$ cat src/rtl/baud_rate_pkg.sv
// Shared UART timing constants for the baud-rate time base.
// DEFAULT_N_COUNT is the clock-to-oversample divide ratio, rounded to nearest.
package baud_rate_pkg;

    localparam int unsigned CLK_FREQ_HZ     = 50_000_000;
    localparam int unsigned BAUD_RATE       = 19200;
    localparam int unsigned OVERSAMPLE      = 16;
    localparam int unsigned OVERSAMPLE_BITS = 4;

    localparam int unsigned DEFAULT_N_COUNT =
        (CLK_FREQ_HZ + (BAUD_RATE * OVERSAMPLE) / 2) / (BAUD_RATE * OVERSAMPLE);
    localparam int unsigned DEFAULT_N_BITS  = 8;

endpackage

$ cat src/rtl/baud_rate_gen_mod_counter.sv
// Enabled modulo-MODULUS counter with a registered one-cycle wrap strobe.
// The strobe rises on the same edge that returns the count to zero.
module baud_rate_gen_mod_counter
    import baud_rate_pkg::*;
#(
    parameter int unsigned WIDTH   = DEFAULT_N_BITS,
    parameter int unsigned MODULUS = DEFAULT_N_COUNT
) (
    input  logic             clock,
    input  logic             reset,
    input  logic             i_en,
    output logic [WIDTH-1:0] o_count,
    output logic             o_wrap
);

    // Terminal value compared at the counter's own width, so MODULUS = 2**WIDTH works.
    localparam logic [WIDTH-1:0] LAST = WIDTH'(MODULUS - 1);

    logic [WIDTH-1:0] r_count;
    logic             r_wrap;

    always_ff @(posedge clock) begin
        if (reset) begin
            r_count <= '0;
            r_wrap  <= 1'b0;
        end else begin
            r_wrap <= 1'b0;
            if (i_en) begin
                if (r_count == LAST) begin
                    r_count <= '0;
                    r_wrap  <= 1'b1;
                end else begin
                    r_count <= r_count + WIDTH'(1);
                end
            end
        end
    end

    assign o_count = r_count;
    assign o_wrap  = r_wrap;

endmodule

$ cat src/rtl/baud_rate_gen.sv
// Oversampling time base for UART RX/TX: one-cycle tick every N_COUNT clocks.
// Define BAUD_RATE_GEN_BIT_TICK_EN to add bit_tick, coincident with every 16th tick.
module baud_rate_gen
    import baud_rate_pkg::*;
#(
    parameter int unsigned N_BITS  = DEFAULT_N_BITS,
    parameter int unsigned N_COUNT = DEFAULT_N_COUNT
) (
    input  logic clock,
    input  logic reset,
    output logic tick
`ifdef BAUD_RATE_GEN_BIT_TICK_EN
    ,
    output logic bit_tick
`endif
);

    if (N_COUNT < 2) begin : g_chk_min
        $error("baud_rate_gen: N_COUNT (%0d) must be at least 2", N_COUNT);
    end
    if (64'(N_COUNT) > (64'd1 << N_BITS)) begin : g_chk_max
        $error("baud_rate_gen: N_COUNT (%0d) exceeds 2**N_BITS (N_BITS=%0d)", N_COUNT, N_BITS);
    end

    logic [N_BITS-1:0] w_main_count;

    baud_rate_gen_mod_counter #(
        .WIDTH   (N_BITS),
        .MODULUS (N_COUNT)
    ) u_main_div (
        .clock   (clock),
        .reset   (reset),
        .i_en    (1'b1),
        .o_count (w_main_count),
        .o_wrap  (tick)
    );

`ifdef BAUD_RATE_GEN_BIT_TICK_EN
    localparam logic [N_BITS-1:0] MAIN_LAST = N_BITS'(N_COUNT - 1);

    logic                       w_main_last;
    logic [OVERSAMPLE_BITS-1:0] w_unused_ovs_count;

    // Advance on the edge that raises tick, so bit_tick lands in the same cycle as tick.
    assign w_main_last = (w_main_count == MAIN_LAST);

    baud_rate_gen_mod_counter #(
        .WIDTH   (OVERSAMPLE_BITS),
        .MODULUS (OVERSAMPLE)
    ) u_ovs_div (
        .clock   (clock),
        .reset   (reset),
        .i_en    (w_main_last),
        .o_count (w_unused_ovs_count),
        .o_wrap  (bit_tick)
    );
`else
    logic w_unused_main_count;
    assign w_unused_main_count = ^w_main_count;
`endif

endmodule

$ cat config.mk
export PLATFORM = sky130hd
export DESIGN_NAME = baud_rate_gen
export DESIGN_NICKNAME = d
export VERILOG_FILES = /design/src/rtl/baud_rate_pkg.sv /design/src/rtl/baud_rate_gen_mod_counter.sv /design/src/rtl/baud_rate_gen.sv
export SDC_FILE = /design/constraint.sdc
export NUM_CORES = 1
export LEC_CHECK = 0
export CORE_AREA = 5 5 42 44
export CTS_CLUSTER_SIZE = 28
export DETAILED_ROUTE_END_ITERATION = 12
export DIE_AREA = 0 0 47 49
export PLACE_DENSITY = 0.54
export SLEW_MARGIN = 10
export SYNTH_ARGS = -nofsm -noshare
export SYNTH_HDL_FRONTEND = slang
export SYNTH_SLANG_ARGS = --single-unit
$ cat constraint.sdc
create_clock -name clock -period 2 [get_ports clock]
set_input_delay 0.2 -clock clock [delete_from_list [all_inputs] [get_ports clock]]
set_output_delay 0.2 -clock clock [all_outputs]
set_load 0.02 [all_outputs]
Word level (Yosys, flattened, before mapping)
Cells that the tools add are included.
{"block": "totals", "regBits": 9, "latch_bits": 0, "ramBits": 0, "romBits": 0, "input_bits": 2, "out_inout_bits": 1, "wordCells": 6, "memories": 0}
{"block": "op_classes", "add_sub_neg": 1, "multipliers": 0, "div_mod_pow": 0, "n_lt_le_gt_ge": 0, "n_eq_ne": 1, "shift": 0, "n_mux": 1, "bitwise_logic": 0, "reduce_logical": 1}
{"op": "$add 8x1->8 const B", "n": 1}
{"op": "$eq 8x8->1 const B", "n": 1}
{"op": "$reduce_or 2->1", "n": 1}
{"op": "$mux 1", "n": 1}

Depth between registers and ports, before layout
{"block": "depth", "depth_word": 2, "depth_mapped": 5, "ltp_nobuf": 5}

By module
Synthesis repeated with hierarchy kept, for this count alone.
{"block": "unflattened", "cells_unflattened": 45, "area_unflattened_um2": 432.9}
{"module": "baud_rate_gen_mod_counter", "instances": 1, "cells_per_inst": 44, "area_per_inst_um2": 429.2, "seq_area_each_um2": 180.2}
{"module": "baud_rate_gen", "instances": 1, "cells_per_inst": 1, "area_per_inst_um2": 3.8, "seq_area_each_um2": 0.0}

Worst setup path before layout
Ideal clock, no wire load.
{"block": "synth_path", "path_type": "reg-to-reg", "startpoint": "reg u_main_div.r_count[0], in the netlist u_main_div.o_count[0]", "endpoint": "reg u_main_div.r_count[5], in the netlist u_main_div.o_count[5]", "setup_time_ns": 0.070, "t_arrival_ns": 1.118, "required_ns": 1.930, "slack_ns": 0.812, "path_stages_with_launch": 6, "path_buffers": 0, "path_cell_list": "dfxtp_1 inv_1 ha_1 and4bb_2 a21o_1 a21oi_1"}
{"block": "synth_between", "elab_chain_len": 2, "word_cells_on_any_way": 3, "cone_classes": "add/sub (1); eq/ne (1); reduce/logical (1)"}
{"element": "start: declaration", "line": "baud_rate_gen_mod_counter.sv:19", "rtl": "logic [WIDTH-1:0] r_count;"}
{"element": "start signal: assignment", "line": "baud_rate_gen_mod_counter.sv:33", "rtl": "r_count <= r_count + WIDTH'(1);"}
{"element": "branches (longest 2 deep; another with $add 8x1->8)"}
Parallel ways; which one is timed is not known.
A chain may end at the register's enable or synchronous reset.

Worst setup path in the final report
{"block": "layout_path", "startpoint": "reg u_main_div.r_wrap, in the netlist u_main_div.o_wrap", "endpoint": "out tick"}
{"element": "start: declaration", "line": "baud_rate_gen_mod_counter.sv:20", "rtl": "logic r_wrap;"}
{"element": "start signal: assignment", "line": "baud_rate_gen_mod_counter.sv:25", "rtl": "r_wrap <= 1'b0;"}
{"element": "start signal: assignment", "line": "baud_rate_gen_mod_counter.sv:27", "rtl": "r_wrap <= 1'b0;"}
{"element": "start signal: assignment", "line": "baud_rate_gen_mod_counter.sv:31", "rtl": "r_wrap <= 1'b1;"}
{"element": "end: declaration", "line": "baud_rate_gen.sv:11", "rtl": "output logic tick"}
No word-level cell between the ends.

==> impl_metrics.py <==
metrics = {
    "worst_setup_path": {
        "startpoint_type": "register",
        "timing.rr.end": "u_main_div.o_count[5]",
        "critPathMaxFanout": 1,
        "rrSetupSlack_ns": 0.69,
        "cp.buffers_inverters": 1,
        "worst_path_largest_cell_delay_ns": 0.59,
        "worst_path_max_delay_cell": "sky130_fd_sc_hd__clkdlybuf4s50_1",
        "path_delay_family": "buffers and inverters",
        "critical_path_required_ns": 1.80,
        "cell_chain_of_the_critical_path": "clkdlybuf4s50_1",
        "worstSetupPathType": "reg2out",
        "end_kind": "output port",
        "crit-reg2reg-launch": "u_main_div.o_count[0]",
        "cp_data_arrival_time_ns": 1.15,
        "depth_of_the_worst_register_to_register_path": 5,
    },
    "floorplan": {
        "floorplan.rows": 14,
        "die_width_um": 47,
        "io_pins": 3,
        "floorplan.die_area_um2": 2300,
        "fp.dieH_um": 49,
        "floorplan.initialDensity_pct": 26.5,
        "core_area_um2": 1400,
    },
    "min_path": {
        "worst_hold_path_type": "reg2reg",
        "worstHoldEndpoint": "u_main_div.o_count[0]",
        "whs_path_depth": 1,
        "min-delay-start": "u_main_div.o_count[0]",
    },
    "clocking": {
        "cts_buffers": 3,
        "cts.sinks": 9,
        "cts_buffer_depth": 2,
        "cts_tree": "done",
        "cts_hold_bufs": 0,
        "post-cts-setup-buffers": 0,
        "clock-root-buffer": "sky130_fd_sc_hd__clkbuf_4",
        "h-tree-depth": 1,
        "clk_transition_reported_paths_ns": 0.06,
        "post_cts.resized_instances": 0,
        "worst_skew_pair.late_latency_ns": 0.26,
    },
    "run_status": {
        "outcome": "complete, no violations",
    },
    "cells_and_area": {
        "antenna_diodes": 0,
        "fin_nets": 51,
        "finish.cell_count_without_fillers": 62,
        "finish.utilization_pct": 31.3,
        "drive_above_1_share_pct": 10.9,
        "synthToLayoutAreaGrowth_pct": 17.8,
    },
    "pwr": {
        "cellLeakagePower_nw": 0.157,
        "power.density_nw_per_um2": 780,
        "vdd.ir_drop.worst_v": 0.000403,
    },
    "yosys": {
        "post-synth-top-area-fraction_pct": 48.5,
        "synth.avg_cell_area_um2": 9.29,
        "synth-simple-area-share_pct": 26.6,
        "synthesis.nets": 44,
        "ys_warn_count": 0,
        "sequential_element_share_of_the_synthesized_area_pct": 48.5,
        "synth_area_um2": 372,
        "synthXorXnorAreaFrac_pct": 7.07,
        "synth.largest_area_cell": "sky130_fd_sc_hd__dfxtp_1",
        "synth-adder-area-share_pct": 6.73,
        "netlist_instances": 40,
        "synth_cell_type_count": 16,
        "synth.ff_latch_count": 9,
        "synth_area_leaders": "sky130_fd_sc_hd__dfxtp_1, sky130_fd_sc_hd__ha_1, sky130_fd_sc_hd__nor2_1, sky130_fd_sc_hd__or3_1, sky130_fd_sc_hd__xor2_1",
        "synth_compound_area_share_pct": 10.1,
        "dominant_combinational_cell_family_by_area_after_synthesis": "simple AND/OR/NAND/NOR gates",
        "yosys-mux-area-fraction_pct": 0,
    },
    "timing": {
        "timing.final.setup_violations": 0,
        "report.final.hold_viol_count": 0,
        "clock-skew-final_ns": 0.00197,
        "rsz0062_at_grt": "no",
        "maxSlewHeadroom_pct": 82.5,
        "worstMarginPinSlew_ns": 0.262,
        "final.period_utilization_pct": 67.6,
        "summed_negative_setup_slack_over_all_endpoints_ns": 0,
        "achievable-frequency_mhz": 740,
        "finalWorstPathRequiredPeriod_ns": 1.35,
        "final_slew_violations": 0,
    },
    "routing": {
        "route.detailed.wl_per_inst_um": 9.13,
        "first_iter_violations": 1,
        "routed_via_density": 4.60,
        "drt_pre_antenna_iters": 3,
        "routed_wirelength_um": 566,
        "residual_drc": 0,
        "route.vias.total": 285,
        "ant_nets": 0,
    },
    "placement": {
        "dp_cells": 58,
        "port-buffer-count": 2,
        "detailedPlacementHpwl_um": 428,
        "place_congestion": 0.677,
    },
    "grt": {
        "first_global_vias": 285,
        "first_pass_grt_wire_length_mm": 1.15,
        "number_of_antenna_violations_at_the_first_check_in_global_routing": 0,
        "grt_max_degree": 9,
        "globalRoute.totalOverflow": 0,
        "groute.usage.overall_pct": 7.07,
    },
    "run": {
        "timing.max_cap.violations": 0,
    },
}
per-stage QoR:
step | hold slack (ns) | area (µm²) | setup WS [ns] | total power [mW]
3_3_place_gp | 0.458 | 412 | 0.736 | 0.209
4_1_cts | 0.483 | 438 | 0.630 | 0.350
5_1_grt | 0.512 | 438 | 0.589 | 0.364
6_report | 0.472 | 438 | 0.649 | 0.342
3_5_place_dp | 0.471 | 412 | 0.695 | 0.209
2_1_floorplan | 0.272 | 372 | 0.812 | 0.204
cell usage after synthesis:
library cell               count
sky130_fd_sc_hd__dfxtp_1       9
sky130_fd_sc_hd__nor2_1        6
sky130_fd_sc_hd__a21oi_1       3
sky130_fd_sc_hd__nand2_1       3
sky130_fd_sc_hd__o21ai_0       3
sky130_fd_sc_hd__or3_1         3
sky130_fd_sc_hd__ha_1          2
sky130_fd_sc_hd__nand3_1       2
sky130_fd_sc_hd__xor2_1        2
sky130_fd_sc_hd__a21o_1        1
sky130_fd_sc_hd__and4bb_2      1
sky130_fd_sc_hd__inv_1         1
sky130_fd_sc_hd__nand3_2       1
sky130_fd_sc_hd__nand4_1       1
sky130_fd_sc_hd__nor3b_1       1
sky130_fd_sc_hd__xnor2_1       1
final cells by class:
type                       count  area, µm²
timing repair buffer           2       20.0
multi-input combinational     30        188
sequential                     9        180
tap                           16       20.0
clock buffer                   4       26.3
inverter                       1       3.75
fill                         157        963
cell usage in the layout (no fill, tap or decap):
master                            instances
sky130_fd_sc_hd__dfxtp_1                  9
sky130_fd_sc_hd__nor2_1                   6
sky130_fd_sc_hd__nand2_1                  3
sky130_fd_sc_hd__o21ai_0                  3
sky130_fd_sc_hd__or3_1                    3
sky130_fd_sc_hd__a21oi_1                  3
sky130_fd_sc_hd__clkbuf_4                 3
sky130_fd_sc_hd__nand3_1                  2
sky130_fd_sc_hd__xor2_1                   2
sky130_fd_sc_hd__ha_1                     2
sky130_fd_sc_hd__clkdlybuf4s50_1          2
sky130_fd_sc_hd__inv_1                    1
sky130_fd_sc_hd__and4bb_2                 1
sky130_fd_sc_hd__nor3b_1                  1
sky130_fd_sc_hd__a21o_1                   1
sky130_fd_sc_hd__nand3_2                  1
sky130_fd_sc_hd__xnor2_1                  1
sky130_fd_sc_hd__nand4_1                  1
sky130_fd_sc_hd__clkbuf_1                 1
worst max-delay path by stage:
stage	start	to	slack, ns	cells after the start
floorplan	u_main_div.o_count[0]	u_main_div.o_count[5]	0.81	5
global placement	u_main_div.o_count[0]	u_main_div.o_count[6]	0.74	5
detailed placement	u_main_div.o_count[0]	u_main_div.o_count[5]	0.69	5
CTS	u_main_div.o_wrap	tick	0.63	1
global route	u_main_div.o_count[0]	u_main_div.o_count[5]	0.59	5
finish	u_main_div.o_wrap	tick	0.65	1
sequential cells by signal, summed over array words and instances, names as in the netlist:
register / count
u_main_div.o_count: 8
u_main_div.o_wrap: 1
report_power, final:
group | switching [mW] | internal [mW] | total [mW]
clock | 0.0596 | 0.0766 | 0.136
combinational | 0.00753 | 0.00740 | 0.0149
sequential | 0.00579 | 0.185 | 0.190
cells by family (layout without fill, tap and decap cells):
logic type / after synthesis / in the layout
DFF: 9 / 9
and+or+nand+nor: 18 / 18
AOI/OAI and AO/OA: 7 / 7
xor gates and xnor gates: 3 / 3
buffers and inverters: 1 / 7
adders and majority gates: 2 / 2
routing by layer:
| layer | wire, µm | share of wire (%) | global-route usage (%) | up-vias |
|---|---|---|---|---|
| li1 | - | - | - | 152 |
| met1 | 289 | 51 | 8.91 | 124 |
| met2 | 232 | 41 | 8.82 | 4 |
| met3 | 18 | 3.2 | 3.32 | 5 |
| met4 | 25 | 4.4 | 5.53 | 0 |
| met5 | 0 | 0 | 0 | - |
No activity file was read; power rests on OpenSTA's default activity.
